--- config.mk ---
export PLATFORM = sky130hd
export DESIGN_NAME = camera_dvp_tx
export DESIGN_NICKNAME = d
export VERILOG_FILES = /design/src/rtl/camera_dvp_tx.sv
export SDC_FILE = /design/constraint.sdc
export NUM_CORES = 1
export LEC_CHECK = 0
export ABC_AREA = 1
export CORE_UTILIZATION = 55
export DETAILED_ROUTE_END_ITERATION = 12
export PLACE_DENSITY = 0.89
export REMOVE_ABC_BUFFERS = 1
export SLEW_MARGIN = 20
export SYNTH_ARGS = -nofsm -noshare
export SYNTH_HDL_FRONTEND = slang
export SYNTH_SLANG_ARGS = --single-unit
--- constraint.sdc ---
create_clock -name p_clock -period 5.45 [get_ports p_clock]
set_input_delay 0.545 -clock p_clock [delete_from_list [all_inputs] [get_ports p_clock]]
set_output_delay 0.545 -clock p_clock [all_outputs]
set_load 0.05 [all_outputs]
--- src/rtl/camera_dvp_tx.sv ---
// OV7670-style DVP transmitter: serialises an RGB565 valid/ready pixel stream into
// vsync/href/p_data byte timing with fixed line and frame geometry.
module camera_dvp_tx #(
    parameter int          H_ACTIVE    = 640,
    parameter int          V_ACTIVE    = 480,
    parameter int          H_BLANK     = 288,
    parameter int          VSYNC_LINES = 3,
    parameter int          V_BACK      = 17,
    parameter int          V_FRONT     = 10,
    parameter logic [15:0] FILL_COLOR  = 16'hF800
) (
    input  logic        p_clock,
    input  logic        reset,
    input  logic        enable,
    input  logic [15:0] in_pixel,
    input  logic        in_valid,
    output logic        in_ready,
    output logic        vsync,
    output logic        href,
    output logic [7:0]  p_data,
    output logic        frame_start,
    output logic        underrun
);

    localparam int LINE      = 2 * H_ACTIVE + H_BLANK;
    localparam int MAX_VB    = (VSYNC_LINES > V_BACK) ? VSYNC_LINES : V_BACK;
    localparam int MAX_VF    = (MAX_VB > V_FRONT) ? MAX_VB : V_FRONT;
    localparam int MAX_LINES = (MAX_VF > V_ACTIVE) ? MAX_VF : V_ACTIVE;
    localparam int BYTE_W    = $clog2(LINE);
    localparam int LINE_W    = $clog2(MAX_LINES + 1);

    localparam logic [BYTE_W-1:0] LINE_LAST = BYTE_W'(LINE - 1);
    localparam logic [BYTE_W-1:0] ACT_LAST  = BYTE_W'(2 * H_ACTIVE - 1);
    localparam logic [BYTE_W-1:0] HBL_LAST  = BYTE_W'(H_BLANK - 1);
    localparam logic [LINE_W-1:0] VS_LAST   = LINE_W'(VSYNC_LINES - 1);
    localparam logic [LINE_W-1:0] VB_LAST   = LINE_W'(V_BACK - 1);
    localparam logic [LINE_W-1:0] VF_LAST   = LINE_W'(V_FRONT - 1);
    localparam logic [LINE_W-1:0] ROW_LAST  = LINE_W'(V_ACTIVE - 1);

    typedef enum logic [2:0] {
        IDLE,
        VSYNC,
        VBACK,
        ACTIVE,
        HBLANK,
        VFRONT
    } state_e;

    state_e              state_q, state_d;
    logic [BYTE_W-1:0]   byteCnt_q, byteCnt_d;
    logic [LINE_W-1:0]   lineCnt_q, lineCnt_d;
    logic [LINE_W-1:0]   rowCnt_q, rowCnt_d;
    logic [15:0]         pixel_q, pixel_d;
    logic                vsync_q, vsync_d;
    logic                href_q, href_d;
    logic [7:0]          pData_q, pData_d;
    logic                frameStart_q, frameStart_d;
    logic                underrun_q, underrun_d;
    logic                lineTimed;
    logic                lineEnd;
    logic [15:0]         captured;

    always_ff @(posedge p_clock or posedge reset) begin
        if (reset) begin
            state_q      <= IDLE;
            byteCnt_q    <= '0;
            lineCnt_q    <= '0;
            rowCnt_q     <= '0;
            pixel_q      <= '0;
            vsync_q      <= 1'b1;
            href_q       <= 1'b0;
            pData_q      <= '0;
            frameStart_q <= 1'b0;
            underrun_q   <= 1'b0;
        end else begin
            state_q      <= state_d;
            byteCnt_q    <= byteCnt_d;
            lineCnt_q    <= lineCnt_d;
            rowCnt_q     <= rowCnt_d;
            pixel_q      <= pixel_d;
            vsync_q      <= vsync_d;
            href_q       <= href_d;
            pData_q      <= pData_d;
            frameStart_q <= frameStart_d;
            underrun_q   <= underrun_d;
        end
    end

    // Vertical states are measured in whole line periods; active/blank states count bytes only.
    assign lineTimed = (state_q == VSYNC) || (state_q == VBACK) || (state_q == VFRONT);
    assign lineEnd   = (byteCnt_q == LINE_LAST);

    always_comb begin
        state_d = state_q;
        unique case (state_q)
            IDLE:   if (enable) state_d = VSYNC;
            VSYNC:  if (lineEnd && lineCnt_q == VS_LAST) state_d = VBACK;
            VBACK:  if (lineEnd && lineCnt_q == VB_LAST) state_d = ACTIVE;
            ACTIVE: if (byteCnt_q == ACT_LAST) state_d = HBLANK;
            HBLANK: begin
                if (byteCnt_q == HBL_LAST) begin
                    state_d = (rowCnt_q == ROW_LAST) ? VFRONT : ACTIVE;
                end
            end
            VFRONT: begin
                if (lineEnd && lineCnt_q == VF_LAST) begin
                    state_d = enable ? VSYNC : IDLE;
                end
            end
            default: state_d = IDLE;
        endcase
    end

    always_comb begin
        byteCnt_d = byteCnt_q;
        lineCnt_d = lineCnt_q;
        rowCnt_d  = rowCnt_q;
        if (state_d != state_q) begin
            byteCnt_d = '0;
            lineCnt_d = '0;
        end else if (state_q != IDLE) begin
            if (lineTimed && lineEnd) begin
                byteCnt_d = '0;
                lineCnt_d = lineCnt_q + 1'b1;
            end else begin
                byteCnt_d = byteCnt_q + 1'b1;
            end
        end
        if (state_q == VBACK && state_d == ACTIVE) begin
            rowCnt_d = '0;
        end else if (state_q == HBLANK && state_d == ACTIVE) begin
            rowCnt_d = rowCnt_q + 1'b1;
        end
    end

    // Outputs are decoded from the upcoming state so the registered pins line up with state_q;
    // the pixel slot opens the cycle before every high byte and never waits for the source.
    assign captured = in_valid ? in_pixel : FILL_COLOR;

    always_comb begin
        vsync_d      = (state_d == IDLE) || (state_d == VSYNC);
        href_d       = (state_d == ACTIVE);
        frameStart_d = (state_d == VBACK) && (state_q != VBACK);
        in_ready     = href_d && !byteCnt_d[0];
        pixel_d      = in_ready ? captured : pixel_q;
        underrun_d   = underrun_q || (in_ready && !in_valid);
        pData_d      = 8'h00;
        if (href_d) begin
            pData_d = byteCnt_d[0] ? pixel_q[7:0] : captured[15:8];
        end
    end

    assign vsync       = vsync_q;
    assign href        = href_q;
    assign p_data      = pData_q;
    assign frame_start = frameStart_q;
    assign underrun    = underrun_q;

endmodule

* Word-level counts from Yosys, hierarchy flattened
Cells that the tools add are included.
** Storage, ports and cells
- Register bits after elaboration :: 52
- Output and inout port bits :: 13
** Cells by class
- $add $sub $neg :: 3
- Equality and inequality tests :: 17
- Multiplexer cells :: 20
- Reductions and logical operators :: 22
** Operator list (number)
- two-way mux 9 bit :: 5
- two-way mux 11 bit :: 3
- == test 11 bit (second input constant) :: 2
- two-way mux 3 bit :: 7
- adder 9 x 1 -> 9 bit (second input constant) :: 2
- one-hot mux 3 bit (6 select lines) :: 1
- two-way mux 16 bit :: 1
- two-way mux 8 bit :: 2
- == test 3 x 2 -> 1 bit (second input constant) :: 4
- adder 11 x 1 -> 11 bit (second input constant) :: 1
- == test 11 x 9 -> 1 bit (second input constant) :: 1
- == test 9 x 2 -> 1 bit (second input constant) :: 1
- == test 9 x 4 -> 1 bit (second input constant) :: 1
- == test 9 x 5 -> 1 bit (second input constant) :: 1
- == test 9 bit (second input constant) :: 1
- logical AND 1 bit :: 9
- == test 3 x 1 -> 1 bit (second input constant) :: 2
- == test 3 bit (second input constant) :: 2
- logical NOT 3 bit :: 2
- nonzero test 2 bit :: 3
- logical OR 1 bit :: 4
- != test 3 x 2 -> 1 bit (second input constant) :: 1
- != test 3 bit :: 1
- nonzero test 3 bit :: 1
- other kinds (3) :: 4

* Longest topological paths before layout
- Word-level depth :: 11
- Mapped depth :: 17

* Worst setup path before layout
Ideal clock, no wire load.
- Kind :: flip-flop to output port
- Start :: reg byteCnt_q[0]
- End :: out in_ready
- Arrival :: 2020 ps
- Setup slack :: 2885 ps
- Cell stages (with the launch flop) :: 13
- Path buffers :: 0
- Cell sequence :: dfrtp_1 ha_1 nand3_4 nor2_4 nand2_1 nor2_2 nand2_2 nand2_1 nor2_2 nand3_2 nand4_4 nand2_1 inv_1
** On the way
- Longest elaborated chain between the ends :: 8
** Ends and longest elaborated chain
- from (decl) :: line 50 : logic [BYTE_W-1:0] byteCnt_q, byteCnt_d;
- from (signal assigned) :: line 77 : byteCnt_q <= byteCnt_d;
- == test 11 bit :: line 91 : assign lineEnd = (byteCnt_q == LINE_LAST);
- logical AND 1 bit, on equally long branches :: line 106, 97, 98
- two-way mux 3 bit, on equally long branches :: line 106, 97, 98
- one-hot mux 3 bit (6 select lines) :: line 95 : unique case (state_q)
- != test 3 bit :: line 118 : if (state_d != state_q) begin
- two-way mux 11 bit :: line 118
- logical NOT 1 bit :: line 144 : in_ready = href_d && !byteCnt_d[0];
- logical AND 1 bit * :: line 144
- to (decl) :: line 17 : output logic in_ready,
Every way passes the cells marked *; elsewhere a longest branch is shown, timed or not. The select of a mux whose other input is x is not followed.

* Worst setup path in the final report
- Start :: reg byteCnt_q[0]
- End :: out in_ready
** On the way
- Longest elaborated chain between the ends :: 8
** Ends and longest elaborated chain
- == test 11 bit :: line 91
- logical AND 1 bit, on equally long branches :: line 106, 97, 98
- two-way mux 3 bit, on equally long branches :: line 106, 97, 98
- one-hot mux 3 bit (6 select lines) * :: line 95
- via state_d[0] :: line 49 : state_e state_q, state_d;
- != test 3 bit :: line 118
- two-way mux 11 bit :: line 118
- logical NOT 1 bit :: line 144
- logical AND 1 bit * :: line 144
Mark *: on every way through the listed nets, which the timed path passes. The rest lies on a longest branch. The select of a mux whose other input is x is not followed.

==> reports/qor.tcl <==
set qor(critical_path_peak_fanout) 24
set qor(cts_buffers) 5
set qor(post_drt_via_cell_ratio) 5.24
set qor(design.core.area_mm2) 0.00527
set qor(dpl.hpwl_um) 4620
set qor(worstSetupEndpointType) {output pin}
set qor(most_frequent_cell_on_the_critical_path) {nand2_1}
set qor(drt_pre_antenna_iters) 5
set qor(floorplan.die.width_um) 77.0
set qor(number_of_hold_buffers_added_after_cts) 0
set qor(cts_repair_resize_count) 0
set qor(rsz0062_at_grt) {false}
set qor(r2r-start) {byteCnt_q[0]}
set qor(setup_tns_ps) 0
set qor(endpoint) {in_ready}
set qor(met3_wirelength_from_detailed_routing_um) 218
set qor(top_layer_used) {met4}
set qor(crit_arrival_ps) 3420
set qor(clk_latency_ps) 300
set qor(clock.fmax_mhz) 252
set qor(netlist_area_mm2) 0.00309
set qor(row_count) 26
set qor(layout-drive-gt1-share_pct) 8.58
set qor(ant_nets) 0
set qor(clkPwrFrac_pct) 36.6
set qor(total_switching_power_mw) 0.137
set qor(finalNetCount) 469
set qor(ys_warn_count) 0
set qor(clk_pin_slew_ps) 80
set qor(worst_setup_path_category) {flop to output pin}
set qor(initial_core_util_pct) 58.7
set qor(combPwrFrac_pct) 4.2
set qor(max_slew_margin_pct) 41.8
set qor(place_worst_setup_slack_ps) 1880
set qor(synth.ff_latch_count) 52
set qor(crit-reg2reg-capture) {rowCnt_q[6]}
set qor(clock_tree.root_cell) {clkbuf_8}
set qor(sequentialPowerShare_pct) 59.3
set qor(worstSetupStartpoint) {byteCnt_q[0]}
set qor(cp.buffers_inverters) 2
set qor(die_height_um) 77.0
set qor(final-hold-violation-count) 0
set qor(grt_first_pass_wirelength_um) 11300
set qor(grt_antenna_before_repair) 0
set qor(n_fill_cell) 454
set qor(netlist_instances) 413
set qor(globalRoute.totalOverflow) 0
set qor(top_area_cells_in_the_synthesized_netlist) {dfrtp_1, nand2_1, nor2_1}
set qor(synth_top_family_by_area) {simple AND/OR/NAND/NOR gates}
set qor(synth_largest_area_cell) {dfrtp_1}
set qor(startpoint_type) {flop}
set qor(area.growth.synth_to_final_pct) 14.6
set qor(cap_violations) 0
set qor(power.leakage_nw) 1.86
set qor(synth_cell_types) 35
set qor(drt_drc_violations_left) 0
set qor(powerDensity_mw_per_mm2) 183
set qor(crit_path_top_delay_cell) {clkdlybuf4s50_1}
set qor(insertedDiodeCount) 0
set qor(seq_area_frac_synth_pct) 42.1
set qor(postRouteWirelength_um) 6350
set qor(most_frequent_cell_after_synthesis) {nand2_1}
set qor(ys_async_sr_fraction_pct) 100
set qor(vias_in_the_first_global_route) 2646
set qor(grt_max_degree) 53
set qor(post_synth_xor_area_fraction_pct) 4.25
set qor(netSwitchingFraction_pct) 21.0
set qor(setup_viol) 0
set qor(synth_compound_gate_area_share_pct) 4.41
set qor(post_synth_fa_ha_maj_area_fraction_pct) 2.43
set qor(area_share_of_and_or_nand_nor_cells_after_synthesis_pct) 39.8
set qor(port_buffers) 32
set qor(finalWeightedCongestion) 0.860
set qor(final_util_pct) 67.3
set qor(synth.top_cells.by_count) {nand2_1, dfrtp_1, nor2_1}
set qor(synth-edff-count) 0
set qor(worst_hold_path_type) {flop to flop}
set qor(dr_wl_met2_um) 3080
set qor(timing.critical_path.cells) {ha_1 -> nand3_4 -> nor2_4 -> nand2_1 -> nor2_2 -> nand2_2 -> nand2_1 -> nor2_2 -> nand2_2 -> o21a_2 -> nand2_1 -> inv_1 -> clkdlybuf4s50_1}
set qor(r2r_slack_ps) 2930
set qor(tightestPinTransition_ps) 872
set qor(cts_tree) {built}
set qor(number_of_stages_on_the_worst_setup_path) 13
set qor(number_of_top_level_design_ports) 33
set qor(numClockSinks) 52
set qor(synth.area.mux_share_pct) 0
set qor(design_power_total_mw) 0.650
set qor(clock-skew-final_ps) 11.5
set qor(period_share_pct) 72.8
set qor(reg2reg_depth) 14
set qor(p_int_mw) 0.514
set qor(finalMaxSlewViolations) 0
set qor(wire_per_inst_um) 12.4
set qor(path_delay_family) {simple AND/OR/NAND/NOR gates}
set qor(post_cts_buffers) 0
set qor(period_needed_ps) 3970
set qor(syn-mean-instance-area_um2) 7.49
set qor(detailroute.via_count) 2687
set qor(timing.critical_path.slowest_cell_delay_ps) 800
set qor(drt-met1-wl_um) 2900
set qor(worst_ir_drop_vdd_mv) 0.155
set qor(run_status) {completed}
set qor(ctsLongestPathBuffers) 2
set qor(ctsHtreeMaxLevel) 2
set qor(synth_ff_type) {dfrtp_1}
set qor(total_grt_usage_pct) 23.8
set qor(post-synth-top-area-fraction_pct) 41.2
set qor(worstPathRequired_ps) 4910
set qor(finalWorstSetupSlack_ps) 1480
set qor(drt-initial-drc-count) 206
set qor(die_area_mm2) 0.00593
[logic make-up after synthesis]
| logic type | Yosys count |
|---|---|
| AO/OA/AOI/OAI | 26 |
| XOR/XNOR | 15 |
| adder cells (fa/ha/maj) | 6 |
| buffers and inverters | 53 |
| flip-flops | 52 |
| AND/OR/NAND/NOR | 261 |
[metal layers]
| metal | global-route usage [%] | up-vias |
|---|---|---|
| met4 | 9.62 | 0 |
| met2 | 41.3 | 54 |
| li1 | - | 1357 |
| met1 | 29.4 | 1262 |
| met5 | 0 | - |
| met3 | 4.05 | 14 |
[worst min-delay path, cell delays in order (launching register included)]
cell     delay (ps)
dfrtp_1         350
inv_1            40
nand2_1          60
[sequential cells by signal, indices dropped and copies added (netlist names)]
signal       flops
vsync            1
lineCnt_q        9
p_data           8
byteCnt_q       11
state_q          3
underrun         1
frame_start      1
rowCnt_q         9
href             1
pixel_q          8
[power by group through the flow]
stage	Sequential (mW)	Combinational, mW	Clock, mW
finish	0.386	0.0272	0.238
global route	0.386	0.0309	0.254
CTS	0.386	0.0280	0.242
detailed placement	0.393	0.0279	0
global placement	0.393	0.0274	0
floorplan	0.393	0.0103	0
[area by class of cell]
cell class	count	area, µm²	area share, %
clock buffer	7	96.3	2.72
timing repair buffer	32	320	9.03
multi-input combinational	308	1570	44.4
inverter	44	166	4.69
tap	70	87.6	2.47
sequential	52	1300	36.7
[metrics by stage]
| stage | hold WS [ps] | area, µm² | cells |
|---|---|---|---|
| 2_1_floorplan | 442 | 3040 | 404 |
| 3_3_place_gp | 459 | 3450 | 506 |
| 3_5_place_dp | 453 | 3450 | 506 |
| 4_1_cts | 482 | 3550 | 513 |
| 5_1_grt | 514 | 3550 | 513 |
| 6_report | 477 | 3550 | 513 |
[cells in the final DEF (no fill, tap or decap), types with 7 or more instances in the layout]
cell type        netlist  layout
clkbuf_8               0       7
o21ai_1                9       9
inv_1                 38      37
nand3b_1              14      14
xor2_1                11      11
nand3_1               26      26
dfrtp_1               51      51
o21ai_0               11      11
nor2_1                50      50
clkdlybuf4s50_1        0      32
nand2_1              136     136
[worst min path at each step]
| stage | startpoint | slack, ps | depth (start not counted) | endpoint |
|---|---|---|---|---|
| global route | pixel_q[4] | 510 | 2 | pixel_q[4] |
| global placement | underrun | 460 | 2 | underrun |
| detailed placement | underrun | 450 | 2 | underrun |
| CTS | underrun | 480 | 2 | underrun |
| finish | underrun | 480 | 2 | underrun |
| floorplan | pixel_q[0] | 440 | 2 | p_data[0] |
No activity file was read; power rests on OpenSTA's default activity.
